===== src/rtl/usb_gpio_word_bridge.sv =====
// Host-side GPIO word link peer: 32-bit words <-> MSB-first bytes with flicker handshakes.
// Optional BRIDGE_SYNC_EN: 2-flop synchroniser on gpio_from_pulpino for foreign-clock peers.
module usb_gpio_word_bridge #(
    parameter int RX_DEPTH = 4
) (
    input  logic                      clk,
    input  logic                      rst_n,
    input  logic [31:0]               tx_word,
    input  logic                      tx_valid,
    output logic                      tx_ready,
    output logic [31:0]               rx_word,
    output logic                      rx_valid,
    input  logic                      rx_ready,
    output logic [$clog2(RX_DEPTH):0] rx_count,
    output logic [11:0]               gpio_to_pulpino,
    input  logic [11:0]               gpio_from_pulpino
);

    localparam int AW = $clog2(RX_DEPTH);
    localparam logic [AW:0] FULL_CNT = (AW+1)'(RX_DEPTH);

    logic [11:0] from;

`ifdef BRIDGE_SYNC_EN
    logic [11:0] sync0;
    logic [11:0] sync1;

    always_ff @(posedge clk or negedge rst_n) begin
        if (!rst_n) begin
            sync0 <= '0;
            sync1 <= '0;
        end else begin
            sync0 <= gpio_from_pulpino;
            sync1 <= sync0;
        end
    end

    assign from = sync1;
`else
    assign from = gpio_from_pulpino;
`endif

    typedef enum logic [2:0] {
        TX_IDLE,
        TX_B_REQ,
        TX_B_REL,
        TX_W_REQ,
        TX_W_REL
    } tx_state_t;

    typedef enum logic [1:0] {
        RX_IDLE,
        RX_B_ACK,
        RX_W_WAIT,
        RX_W_ACK
    } rx_state_t;

    tx_state_t   tx_state;
    logic [31:0] tx_buf;
    logic [1:0]  tx_cnt;
    logic [7:0]  tx_data;
    logic        byte_wr;
    logic        word_wr;

    rx_state_t   rx_state;
    logic [31:0] rx_shift;
    logic [2:0]  rx_cnt;
    logic        byte_ack;
    logic        word_ack;

    logic [31:0] mem [RX_DEPTH];
    logic [AW-1:0] wr_ptr;
    logic [AW-1:0] rd_ptr;
    logic [AW:0]   count;
    logic          full;
    logic          push;
    logic          pop;

    assign gpio_to_pulpino = {word_wr, word_ack, byte_wr, byte_ack, tx_data};

    // tx_buf shifts left per byte so the byte on the wire is always tx_buf[31:24]
    always_ff @(posedge clk or negedge rst_n) begin
        if (!rst_n) begin
            tx_state <= TX_IDLE;
            tx_ready <= 1'b1;
            tx_buf   <= '0;
            tx_cnt   <= '0;
            tx_data  <= '0;
            byte_wr  <= 1'b0;
            word_wr  <= 1'b0;
        end else begin
            unique case (tx_state)
                TX_IDLE: begin
                    if (tx_valid && tx_ready) begin
                        tx_buf   <= tx_word;
                        tx_cnt   <= '0;
                        tx_data  <= tx_word[31:24];
                        byte_wr  <= 1'b1;
                        tx_ready <= 1'b0;
                        tx_state <= TX_B_REQ;
                    end
                end
                TX_B_REQ: begin
                    if (from[8]) begin
                        byte_wr  <= 1'b0;
                        tx_state <= TX_B_REL;
                    end
                end
                TX_B_REL: begin
                    if (!from[8]) begin
                        if (tx_cnt == 2'd3) begin
                            word_wr  <= 1'b1;
                            tx_state <= TX_W_REQ;
                        end else begin
                            tx_cnt   <= tx_cnt + 2'd1;
                            tx_buf   <= {tx_buf[23:0], 8'h00};
                            tx_data  <= tx_buf[23:16];
                            byte_wr  <= 1'b1;
                            tx_state <= TX_B_REQ;
                        end
                    end
                end
                TX_W_REQ: begin
                    if (from[10]) begin
                        word_wr  <= 1'b0;
                        tx_state <= TX_W_REL;
                    end
                end
                TX_W_REL: begin
                    if (!from[10]) begin
                        tx_data  <= '0;
                        tx_ready <= 1'b1;
                        tx_state <= TX_IDLE;
                    end
                end
                default: tx_state <= TX_IDLE;
            endcase
        end
    end

    assign full     = (count == FULL_CNT);
    assign rx_valid = (count != '0);
    assign rx_count = count;
    assign rx_word  = rx_valid ? mem[rd_ptr] : '0;
    assign pop      = rx_valid && rx_ready;
    // a pop in the same cycle frees the slot, so a full FIFO can still take the word
    assign push     = (rx_state == RX_W_WAIT) && from[11] && (!full || pop);

    always_ff @(posedge clk or negedge rst_n) begin
        if (!rst_n) begin
            rx_state <= RX_IDLE;
            rx_shift <= '0;
            rx_cnt   <= '0;
            byte_ack <= 1'b0;
            word_ack <= 1'b0;
        end else begin
            unique case (rx_state)
                RX_IDLE: begin
                    if (from[9]) begin
                        rx_shift <= {rx_shift[23:0], from[7:0]};
                        rx_cnt   <= rx_cnt + 3'd1;
                        byte_ack <= 1'b1;
                        rx_state <= RX_B_ACK;
                    end
                end
                RX_B_ACK: begin
                    if (!from[9]) begin
                        byte_ack <= 1'b0;
                        rx_state <= (rx_cnt == 3'd4) ? RX_W_WAIT : RX_IDLE;
                    end
                end
                RX_W_WAIT: begin
                    if (push) begin
                        word_ack <= 1'b1;
                        rx_state <= RX_W_ACK;
                    end
                end
                RX_W_ACK: begin
                    if (!from[11]) begin
                        word_ack <= 1'b0;
                        rx_cnt   <= '0;
                        rx_state <= RX_IDLE;
                    end
                end
                default: rx_state <= RX_IDLE;
            endcase
        end
    end

    always_ff @(posedge clk) begin
        if (push) begin
            mem[wr_ptr] <= rx_shift;
        end
    end

    always_ff @(posedge clk or negedge rst_n) begin
        if (!rst_n) begin
            wr_ptr <= '0;
            rd_ptr <= '0;
            count  <= '0;
        end else begin
            if (push) begin
                wr_ptr <= wr_ptr + AW'(1);
            end
            if (pop) begin
                rd_ptr <= rd_ptr + AW'(1);
            end
            if (push && !pop) begin
                count <= count + (AW+1)'(1);
            end else if (pop && !push) begin
                count <= count - (AW+1)'(1);
            end
        end
    end

endmodule

===== config.mk =====
export PLATFORM = sky130hd
export DESIGN_NAME = usb_gpio_word_bridge
export DESIGN_NICKNAME = d
export VERILOG_FILES = /design/src/rtl/usb_gpio_word_bridge.sv
export SDC_FILE = /design/constraint.sdc
export NUM_CORES = 1
export LEC_CHECK = 0
export BUFFER_PORTS_ARGS = -buffer_cell sky130_fd_sc_hd__buf_2
export CAP_MARGIN = 30
export CORE_MARGIN = 2
export CORE_UTILIZATION = 45
export CTS_BUF_LIST = sky130_fd_sc_hd__clkbuf_4
export DETAILED_ROUTE_END_ITERATION = 12
export PLACE_DENSITY = 0.66
export REMOVE_ABC_BUFFERS = 1
export SETUP_SLACK_MARGIN = 0.4
export SYNTH_ARGS = -nofsm -noshare
export SYNTH_HDL_FRONTEND = slang
export SYNTH_SLANG_ARGS = --single-unit

===== constraint.sdc =====
create_clock -name clk -period 3 [get_ports clk]
set_input_delay 0.45 -clock clk [delete_from_list [all_inputs] [get_ports clk]]
set_output_delay 0.45 -clock clk [all_outputs]
set_load 0.005 [all_outputs]

==> flow_metrics.tcl <==
set metrics [dict create \
    status "completed" \
    cts_root_buf "clkbuf_4" \
    synthesis.area_sq_um 8750 \
    p_leak_nw 4.340 \
    period_share 0.8705 \
    place_congestion 0.8240 \
    reg2reg_from "rx_count[0]" \
    drtIter0Drc 170 \
    ant_nets 0 \
    period_needed_ns 2.611 \
    area_growth_pct 22.87 \
    synth_top_flop_cell "edfxtp_1" \
    drc 0 \
    finalWorstSetupSlack_ns 0.3886 \
    vdd_drop_max_uv 413.8 \
    reg2reg_to "rx_count[1]" \
    cts_buffer_depth 3 \
    fmax_mhz 382.9 \
    drv_cap 0 \
    synth-async-reset-ratio 0.4019 \
    ys_ff_latch 214 \
    synth-edff-count 128 \
    end_kind "output port" \
    drt-wirelength-per-cell_um 17.19 \
    h-tree-depth 2 \
    grt_max_degree 54 \
    stdcell_count 1008 \
    slew_violations 0 \
    nets 756 \
    grt_overflow 0 \
    top_usage_layer "met2" \
    yosys.area.top_type "edfxtp_1" \
    grt_usage 0.1729 \
    num_io_pins 97 \
    skew_ns 0.05384 \
    setup_tns_ns 0 \
    grtUsageMet3 0.04299 \
    hold_end "rx_shift[3]" \
    clock_latency_ns 0.68 \
    crit_buf_inv 3 \
    core_sq_um 19270 \
    antenna_found_initial 1 \
    ys_warn_count 0 \
    grt_pass1_vias 5367 \
    wl_um 17330 \
    fp.dieH_um 143.4 \
    cts_tree "done" \
    worstHoldPathType "primary input to flop" \
    worstPathRequired_ns 2.55 \
    port_buffers 96 \
    numCtsBuffers 53 \
    cp_data_arrival_time_ns 2.16 \
    initial_core_util 0.4540 \
    synth_top_area_share 0.4393 \
    clk_pin_slew_ns 0.07 \
    row_count 51 \
    crit_slowest_cell "mux4_2" \
    start_kind "flop" \
    grt_pass1_wl_um 27320 \
    drt_pass1_iterations 4 \
    critPathMaxFanout 8 \
    synthCells 553 \
    via_per_inst 5.085 \
    place_inst 894 \
    die_x_um 143.4 \
    path_cells "buf_6 > buf_12 > mux4_2 > and2_4 > buf_6" \
    path_delay_family "multiplexers" \
    globalRouteMet2Util 0.2995 \
    synth_cell_types 41 \
    hp-start "gpio_from_pulpino[3]" \
    r2r_cells 7 \
    dp_slack_ns 0.5489 \
    critPathKind "flop to output port" \
    hpwl_um 10490 \
    setup_viol 0 \
    power.total_mw 10.45 \
    max_slew_margin 0.5300 \
    dieArea_sq_um 20580 \
    worst_path_largest_cell_delay_ns 0.53 \
    holdPathStages 2 \
    power_density_nw_per_um2 972.1 \
    avgSynthCellArea_sq_um 15.82 \
    synthTopCellsByArea "edfxtp_1 (44%), dfrtp_1 (24%), mux4_2 (8.2%)" \
    yosysSeqAreaShare 0.6854 \
    num_vias 5126 \
    timing.critical_path.mode_cell "buf_6" \
    grt_use_met1 0.2084 \
    max_slew.worst_pin.slew_ns 0.7036 \
    finalHoldViolCount 0 \
    rsz0062_at_grt "true" \
    reg2reg_slack_ns 0.62 \
    drive_gt1_frac 0.4191 \
    cts.sinks 214 \
]
## registers in the layout, indices dropped and copies added (netlist names), 2 cells and up, named ones only
register / cells
tx_buf: 24
rx_count: 3
mem: 128
tx_cnt: 2
tx_state: 3
rd_ptr: 2
tx_data: 8
rx_cnt: 3
wr_ptr: 2
rx_shift: 32
## kinds of logic after synthesis
logic type | synth area share
AO/OA/AOI/OAI | 0.04776
AND/OR/NAND/NOR | 0.06907
adder cells (fa/ha/maj) | 0.01373
flip-flops | 0.6854
buffers and inverters | 0.02331
XOR/XNOR | 0.006006
multiplexers | 0.1547
## area by class of cell
type	count	area, sq um
clock inverters	13	83.83
diodes	1	2.502
well taps	265	331.6
clock buffers	85	638.1
flip-flops and latches	214	5998
repair buffers	124	1031
inverters	11	41.29
fillers	1614	8521
multi-input cells	295	2624
## repair_timing
action,in CTS,in global routing
hold buffers,8,0
gates resized for setup,16,41
setup endpoints to repair,32,32
setup buffers,4,0
hold endpoints to repair,55,0
gates cloned,3,0
## routing by layer
layer,part of all wire,wire length (um)
met1,0.41,7189
met2,0.51,8866
met3,0.054,932
met4,0.020,342
met5,0,0
## Yosys cell counts (all sizes together), types with 2 or more instances
library cell,n
a211oi,2
o21ai,44
and2,36
buf,21
nor3,3
xor2,2
a31oi,4
nand2b,2
dfrtp,85
inv,10
nand3,4
nand2,52
a21oi,6
xnor2,4
a22oi,9
ha,8
edfxtp,128
a21o,2
mux2i,16
mux4,32
clkbuf,12
nor2,13
o211ai,3
nor2b,2
mux2,42
## through the flow
step / util / area [sq um] / hold slack [ns]
2_1_floorplan: - / 8587 / 0.1544
3_3_place_gp: 0.4974 / 9585 / 0.4615
3_5_place_dp: 0.4974 / 9585 / 0.4694
4_1_cts: 0.5484 / 10570 / 0.0005002
5_1_grt: 0.5579 / 10750 / 0.005876
6_report: 0.5579 / 10750 / 0.05048
## where the power goes
group          switching (mW)  leakage [nW]  internal, mW
combinational            1.38          1.72          2.05
clock                    1.14         0.425          1.37
sequential              0.593          2.19          3.92
total                    3.11          4.34          7.34
## worst max path at each step
stage                     startpoint     endpoint  cells past startpoint
after detailed placement    rx_ready  rx_count[1]                      8
after CTS                  rd_ptr[0]  rx_word[21]                      5
after global routing       rd_ptr[0]  rx_word[30]                      5
after floorplan            rd_ptr[0]   rx_word[0]                      2
after global placement      rx_ready  rx_count[1]                      8
final                      rd_ptr[0]  rx_word[30]                      5
## placed cells by master, fill, tap and decap left out, types with 26 or more instances in the layout
cell	netlist	layout
nand2_1	52	52
dfrtp_1	85	84
mux2_2	38	38
edfxtp_1	128	128
clkbuf_4	0	85
mux4_2	32	32
buf_2	16	69
o21ai_0	44	44
buf_6	0	28
and2_4	0	26
## worst register-to-register path, cell delays in order, from the launching register on
cell	delay [ns]
dfrtp_1	0.44
or4b_1	0.60
nand3_1	0.11
nor2_1	0.11
ha_1	0.26
inv_1	0.08
fa_1	0.41
mux2_2	0.27
No activity file was read; power rests on OpenSTA's default activity.
